$ cat config.mk
export PLATFORM = sky130hd
export DESIGN_NAME = cdma_tx_scheduler
export DESIGN_NICKNAME = d
export VERILOG_FILES = /design/src/rtl/cdma_tx_scheduler.sv
export SDC_FILE = /design/constraint.sdc
export NUM_CORES = 1
export LEC_CHECK = 0
export CORE_AREA = 3 3 40 42
export DETAILED_ROUTE_END_ITERATION = 10
export DIE_AREA = 0 0 43 45
export GPL_TIMING_DRIVEN = 0
export SYNTH_ARGS = -nofsm -noshare
export SYNTH_HDL_FRONTEND = slang
export SYNTH_SLANG_ARGS = --single-unit
export TNS_END_PERCENT = 5
$ cat constraint.sdc
create_clock -name clk -period 1.68 [get_ports clk]
set_clock_uncertainty 0.2 [all_clocks]
set_input_delay 0.336 -clock clk [delete_from_list [all_inputs] [get_ports clk]]
set_output_delay 0.336 -clock clk [all_outputs]
set_load 0.02 [all_outputs]
$ cat src/rtl/cdma_tx_scheduler.sv
// cdma_tx_scheduler: round-robin two-user bit scheduler feeding one CDMA spreader.
// Optional per-user bit counters and idle counter via macro CDMA_SCHED_STATS_EN.
module cdma_tx_scheduler #(
   parameter  int CHIPS_PER_BIT = 6,
   localparam int CNT_W = $clog2(CHIPS_PER_BIT)
) (
   input  logic             clk,
   input  logic             rst,
   input  logic             sched_en,
   input  logic [1:0]       u_valid,
   input  logic [1:0]       u_data,
   output logic [1:0]       u_ready,
   output logic             tx_en,
   output logic             tx_data,
   output logic             tx_user_sel,
   output logic             bit_start,
   output logic             bit_done,
   output logic [CNT_W-1:0] chip_idx
`ifdef CDMA_SCHED_STATS_EN
   ,
   output logic [15:0]      bits_sent_u1,
   output logic [15:0]      bits_sent_u2,
   output logic [15:0]      idle_cycles
`endif
);
   typedef enum logic {IDLE, SPREAD} state_t;

   state_t           state_q;
   logic [CNT_W-1:0] chip_q;
   logic             last_q, data_q, sel_q, start_q;
   logic             last_chip, window, win_d, xfer;

   assign last_chip   = chip_q == CNT_W'(CHIPS_PER_BIT - 1);
   assign tx_en       = state_q == SPREAD;
   assign tx_data     = data_q;
   assign tx_user_sel = sel_q;
   assign bit_start   = start_q;
   assign bit_done    = (state_q == SPREAD) && last_chip;
   assign chip_idx    = chip_q;

   // Accept window and round-robin winner; ready is forced low while reset is held.
   always_comb begin
      window  = sched_en && !rst && (state_q == IDLE || last_chip);
      win_d   = (&u_valid) ? ~last_q : u_valid[1];
      xfer    = window && (|u_valid);
      u_ready = xfer ? (win_d ? 2'b10 : 2'b01) : 2'b00;
   end

   // Bit framing FSM: load on transfer, count chips, drop to IDLE after the last chip.
   always_ff @(posedge clk or posedge rst) begin
      if (rst) begin
         state_q <= IDLE;
         chip_q  <= '0;
         last_q  <= 1'b1;
         data_q  <= 1'b0;
         sel_q   <= 1'b0;
         start_q <= 1'b0;
      end else if (xfer) begin
         state_q <= SPREAD;
         chip_q  <= '0;
         data_q  <= u_data[win_d];
         sel_q   <= win_d;
         last_q  <= win_d;
         start_q <= 1'b1;
      end else begin
         start_q <= 1'b0;
         if (state_q == SPREAD) begin
            state_q <= last_chip ? IDLE : SPREAD;
            chip_q  <= last_chip ? '0 : chip_q + CNT_W'(1);
         end
      end
   end

`ifdef CDMA_SCHED_STATS_EN
   logic [15:0] sent1_q, sent2_q, idle_q;
   assign bits_sent_u1 = sent1_q;
   assign bits_sent_u2 = sent2_q;
   assign idle_cycles  = idle_q;

   // Wrapping per-user completed-bit counters and a saturating enabled-idle counter.
   always_ff @(posedge clk or posedge rst) begin
      if (rst) begin
         sent1_q <= '0;
         sent2_q <= '0;
         idle_q  <= '0;
      end else begin
         if (bit_done && !sel_q) sent1_q <= sent1_q + 16'd1;
         if (bit_done && sel_q) sent2_q <= sent2_q + 16'd1;
         if (state_q == IDLE && sched_en && idle_q != 16'hFFFF) idle_q <= idle_q + 16'd1;
      end
   end
`endif
endmodule

## Word level (Yosys, flattened, before mapping)

Cells that the tools add are included.

- Reduce and logical (&&, ||, !) cells: 9
- Order comparisons: 1
- Bitwise gates (word level): 2
- Add/sub/neg operators: 1
- Muxes and demuxes: 12
- Equality and inequality tests: 1

Operators with widths:

| kind | number |
|---|---|
| two-way mux 3 bit | 3 |
| two-way mux 1 bit | 7 |
| logical AND 1 bit | 4 |
| two-way mux 2 bit | 2 |
| adder 3 x 1 -> 3 bit, second input constant | 1 |
| == test 3 bit, second input constant | 1 |
| < comparator 1 x 2 -> 1 bit, second input constant | 1 |
| inverter 1 bit | 2 |
| AND reduction 2 bit | 1 |
| nonzero test 2 bit | 1 |
| OR reduction 2 bit | 1 |
| zero test 1 bit | 1 |
| logical OR 1 bit | 1 |

- Input port bits: 7
- Bits in registers: 8
- Output and inout port bits: 10

## Longest topological paths before layout

- Word-level depth: 5
- Depth in mapped cells: 4
- Depth with buffers taken out: 4

## Least setup slack after synthesis

No wires, ideal clock.

- Path kind: input-to-output
- Start: in rst
- End: out u_ready[0]
- Required time: 1144 ps
- Buffers on the path: 0
- Stages: 4
- Arrival time: 1182 ps
- Slack: -38 ps
- Cell sequence: inv_1 > o211a_1 > nand2_2 > nor2_1

- Longest elaborated chain between the ends: 5

RTL lines:

| element | line | RTL |
|---|---|---|
| start, declared | 8 | `input logic rst,` |
| zero test 1 bit (no line) | -- |  |
| logical AND 1 bit (2 in a row) | 43 | `window = sched_en && !rst && (state_q == IDLE \|\| last_chip);` |
| logical AND 1 bit | 45 | `xfer = window && (\|u_valid);` |
| two-way mux 2 bit | 46 | `u_ready = xfer ? (win_d ? 2'b10 : 2'b01) : 2'b00;` |
| end, declared | 12 | `output logic [1:0] u_ready,` |

No other way between the ends.

## Final worst setup path

- Start: reg chip_q[1] (netlist: chip_idx[1])
- End: out u_ready[1]

- Longest elaborated chain between the ends: 5

RTL lines:

| element | line | RTL |
|---|---|---|
| start, declared | 29 | `logic [CNT_W-1:0] chip_q;` |
| start signal, assigned | 69 | `chip_q <= last_chip ? '0 : chip_q + CNT_W'(1);` |
| == test 3 bit | 33 | `assign last_chip = chip_q == CNT_W'(CHIPS_PER_BIT - 1);` |
| logical OR 1 bit | 43 |  |
| logical AND 1 bit | 43 |  |
| logical AND 1 bit | 45 |  |
| two-way mux 2 bit | 46 |  |

No other way between the ends.

==> flow_summary.toml <==
[cts]
cts_buffer_depth = 2
cts.sinks = 8
clk_latency_ns = 0.25
htree_levels = 1
cts_tree = "yes"
cts_root_buffer = "clkbuf_4"
holdBufCountCts = 0
cts-buffers-inserted = 3
clkTransAtPathRegs_ns = 0.06

[yosys]
synth_commonest_cells = "dfrtp_1, mux2_2, nor2_1"
yosysMostFrequentCell = "dfrtp_1"
synth.net_count = 37
synth_cell_type_count = 17
yosysSeqAreaShare_pct = 55.9
yosysWarnings = 0
ys.flop_type = "dfrtp_1"
synth.cell_area_sq_um = 360
synth_edf_count = 0
synth_seq_cells = 8
synthArstFlopShare_pct = 100
avgSynthCellArea_sq_um = 12.0
netlist_instances = 30
synth_top_area_share_pct = 48.6
ys_top_cells_by_area = "dfrtp_1, mux2_2, dfstp_2, a21o_1, mux2_1"
yosysTopAreaCell = "dfrtp_1"

[setup_path]
crit_required_ns = 1.14
crit_slowest_cell = "dfrtp_1"
crit_type = "flop to output pin"
max_stage_delay_ns = 0.39
crit_path_cell_trace = "nand3b_1 -> nand2_2 -> and3_4 -> buf_6"
start_kind = "flop"
worst_ep_arrival_time_ns = 1.27
critical_path_buf_inv_count = 1
critPathTopFamily = "simple AND/OR/NAND/NOR gates"
critPathMaxFanout = 3
crit_path_end_kind = "output pin"

[timing]
maxSlewHeadroom_pct = 86.2
final.min_clock_period_ns = 1.80
rsz0062_at_grt = "yes"
maxSlewViolCount = 0
finalSetupTns_ns = -0.205
final_hold_viol_count = 0
fin_crit_sh_pct = 107
finalWorstSetupSlack_ns = -0.122
setup_viol = 2
fmax_mhz = 555
tightest_slew_ns = 0.201

[job]
max_cap_viol_count = 0

[route]
drtIter0Drc = 2
postRouteAntennaNets = 0
drt_wl_total_microns = 942
firstDrtPassIters = 3
viasPerCell = 4.69
drc = 0
vias = 333
wire_per_inst_microns = 13.3

[placement]
port_buffers = 16
dp_hpwl_microns = 666
gp_congestion = 0.714
place_area_sq_um = 542

[global_route]
grt_max_degree = 9
grt_pass1_wl_microns = 1490
grt_use_total_pct = 11.3
grt_remaining_overflow = 0
first_global_vias = 331
antenna_found_initial = 0

[floorplan]
design.die.area_sq_um = 1940
die_w_microns = 43
start_util_pct = 28.0
die_h_microns = 45
coreArea_sq_um = 1280
row_count = 13
num_io_pins = 17

[power_and_ir_drop]
power_leakage_nw = 0.349
p_per_area_nw_per_um2 = 1570
ir_worst_vdd_v = 0.000740

[final_layout]
syn_to_final_growth_pct = 79.5
finalNetCount = 64
diodes = 0
fin_area_sq_um = 647
drive_gt1_share_pct = 44.6

[outcome]
violations = "negative setup slack"
status = "finished with violations"

[worst_hold_path]
hold_class = "primary input to asynchronous set/reset pin"
routing by layer:
layer	GRT usage (%)	up-vias	routed length (microns)
li1	-	159	-
met1	10.5	166	324
met2	19.5	6	563
met3	7.17	2	43
met4	5.42	0	10
met5	0	-	0
cells in the final DEF, fill, tap and decap left out, types with 2 or more instances in the layout:
master / n
buf_4: 7
dlygate4sd2_1: 10
clkbuf_4: 3
nor2_1: 2
dfrtp_1: 6
clkdlybuf4s50_1: 2
mux2_2: 3
a21o_1: 2
buf_6: 2
per-stage QoR:
| stage | setup slack, ns | power [mW] | utilization, % | hold WS (ns) | std cells |
|---|---|---|---|---|---|
| 4_1_cts | -0.193 | 0.971 | 46.8 | 0.00477 | 68 |
| 2_1_floorplan | -0.00348 | 0.620 | - | -0.0409 | 30 |
| 3_3_place_gp | -0.987 | 0.816 | 42.2 | 0.264 | 61 |
| 3_5_place_dp | -0.992 | 0.835 | 42.2 | 0.264 | 61 |
| 6_report | -0.122 | 1.02 | 50.3 | 0.0154 | 71 |
| 5_1_grt | -0.184 | 1.09 | 50.3 | 0.00685 | 71 |
worst paths after layout:
| check | from | to | slack [ns] | cells after the start |
|---|---|---|---|---|
| setup / recovery | chip_idx[1] | u_ready[1] | -0.12 | 4 |
| hold / removal | rst | chip_idx[0] | 0.02 | 3 |
| setup reg to reg | last_q | tx_data | 0.04 | 4 |
| hold reg to reg | tx_user_sel | tx_user_sel | 0.27 | 1 |
| max in group asynchronous | rst | last_q | 1.05 | 3 |
| min in group clk | tx_user_sel | tx_user_sel | 0.27 | 1 |
registers in the layout (all words and copies together), names as in the netlist:
name and count:
chip_idx 3, bit_start 1, tx_en 1, tx_user_sel 1, tx_data 1, last_q 1
timing repair:
action,4_1_cts,5_1_grt
setup endpoints to repair,12,3
pin swaps,2,3
resized for setup,33,7
setup buffers,3,3
worst min-delay path, cell delays in order:
cell and delay (ns):
dlygate4sd2_1 0.26, inv_4 0.06, buf_4 0.15
power by group:
part	switching (mW)	internal (mW)
logic	0.249	0.251
registers	0.0777	0.286
clock network	0.0636	0.0907
final cells by class:
class / instances / area (sq um)
Timing Repair Buffer: 22 / 195
Fill cell: 111 / 638
Clock buffer: 4 / 26.3
Multi-Input combinational cell: 20 / 194
Inverter: 2 / 10.0
Sequential cell: 8 / 203
Tap cell: 15 / 18.8
kinds of logic (layout without fill, tap and decap cells):
family / Yosys count / after routing / synth area share [%]
and+or+nand+nor: 10 / 10 / 15.3
muxes: 5 / 5 / 15.3
buffers and inverters: 2 / 28 / 2.08
AOI/OAI and AO/OA: 5 / 5 / 11.5
DFF: 8 / 8 / 55.9
Power figures use the tool's default switching activity.
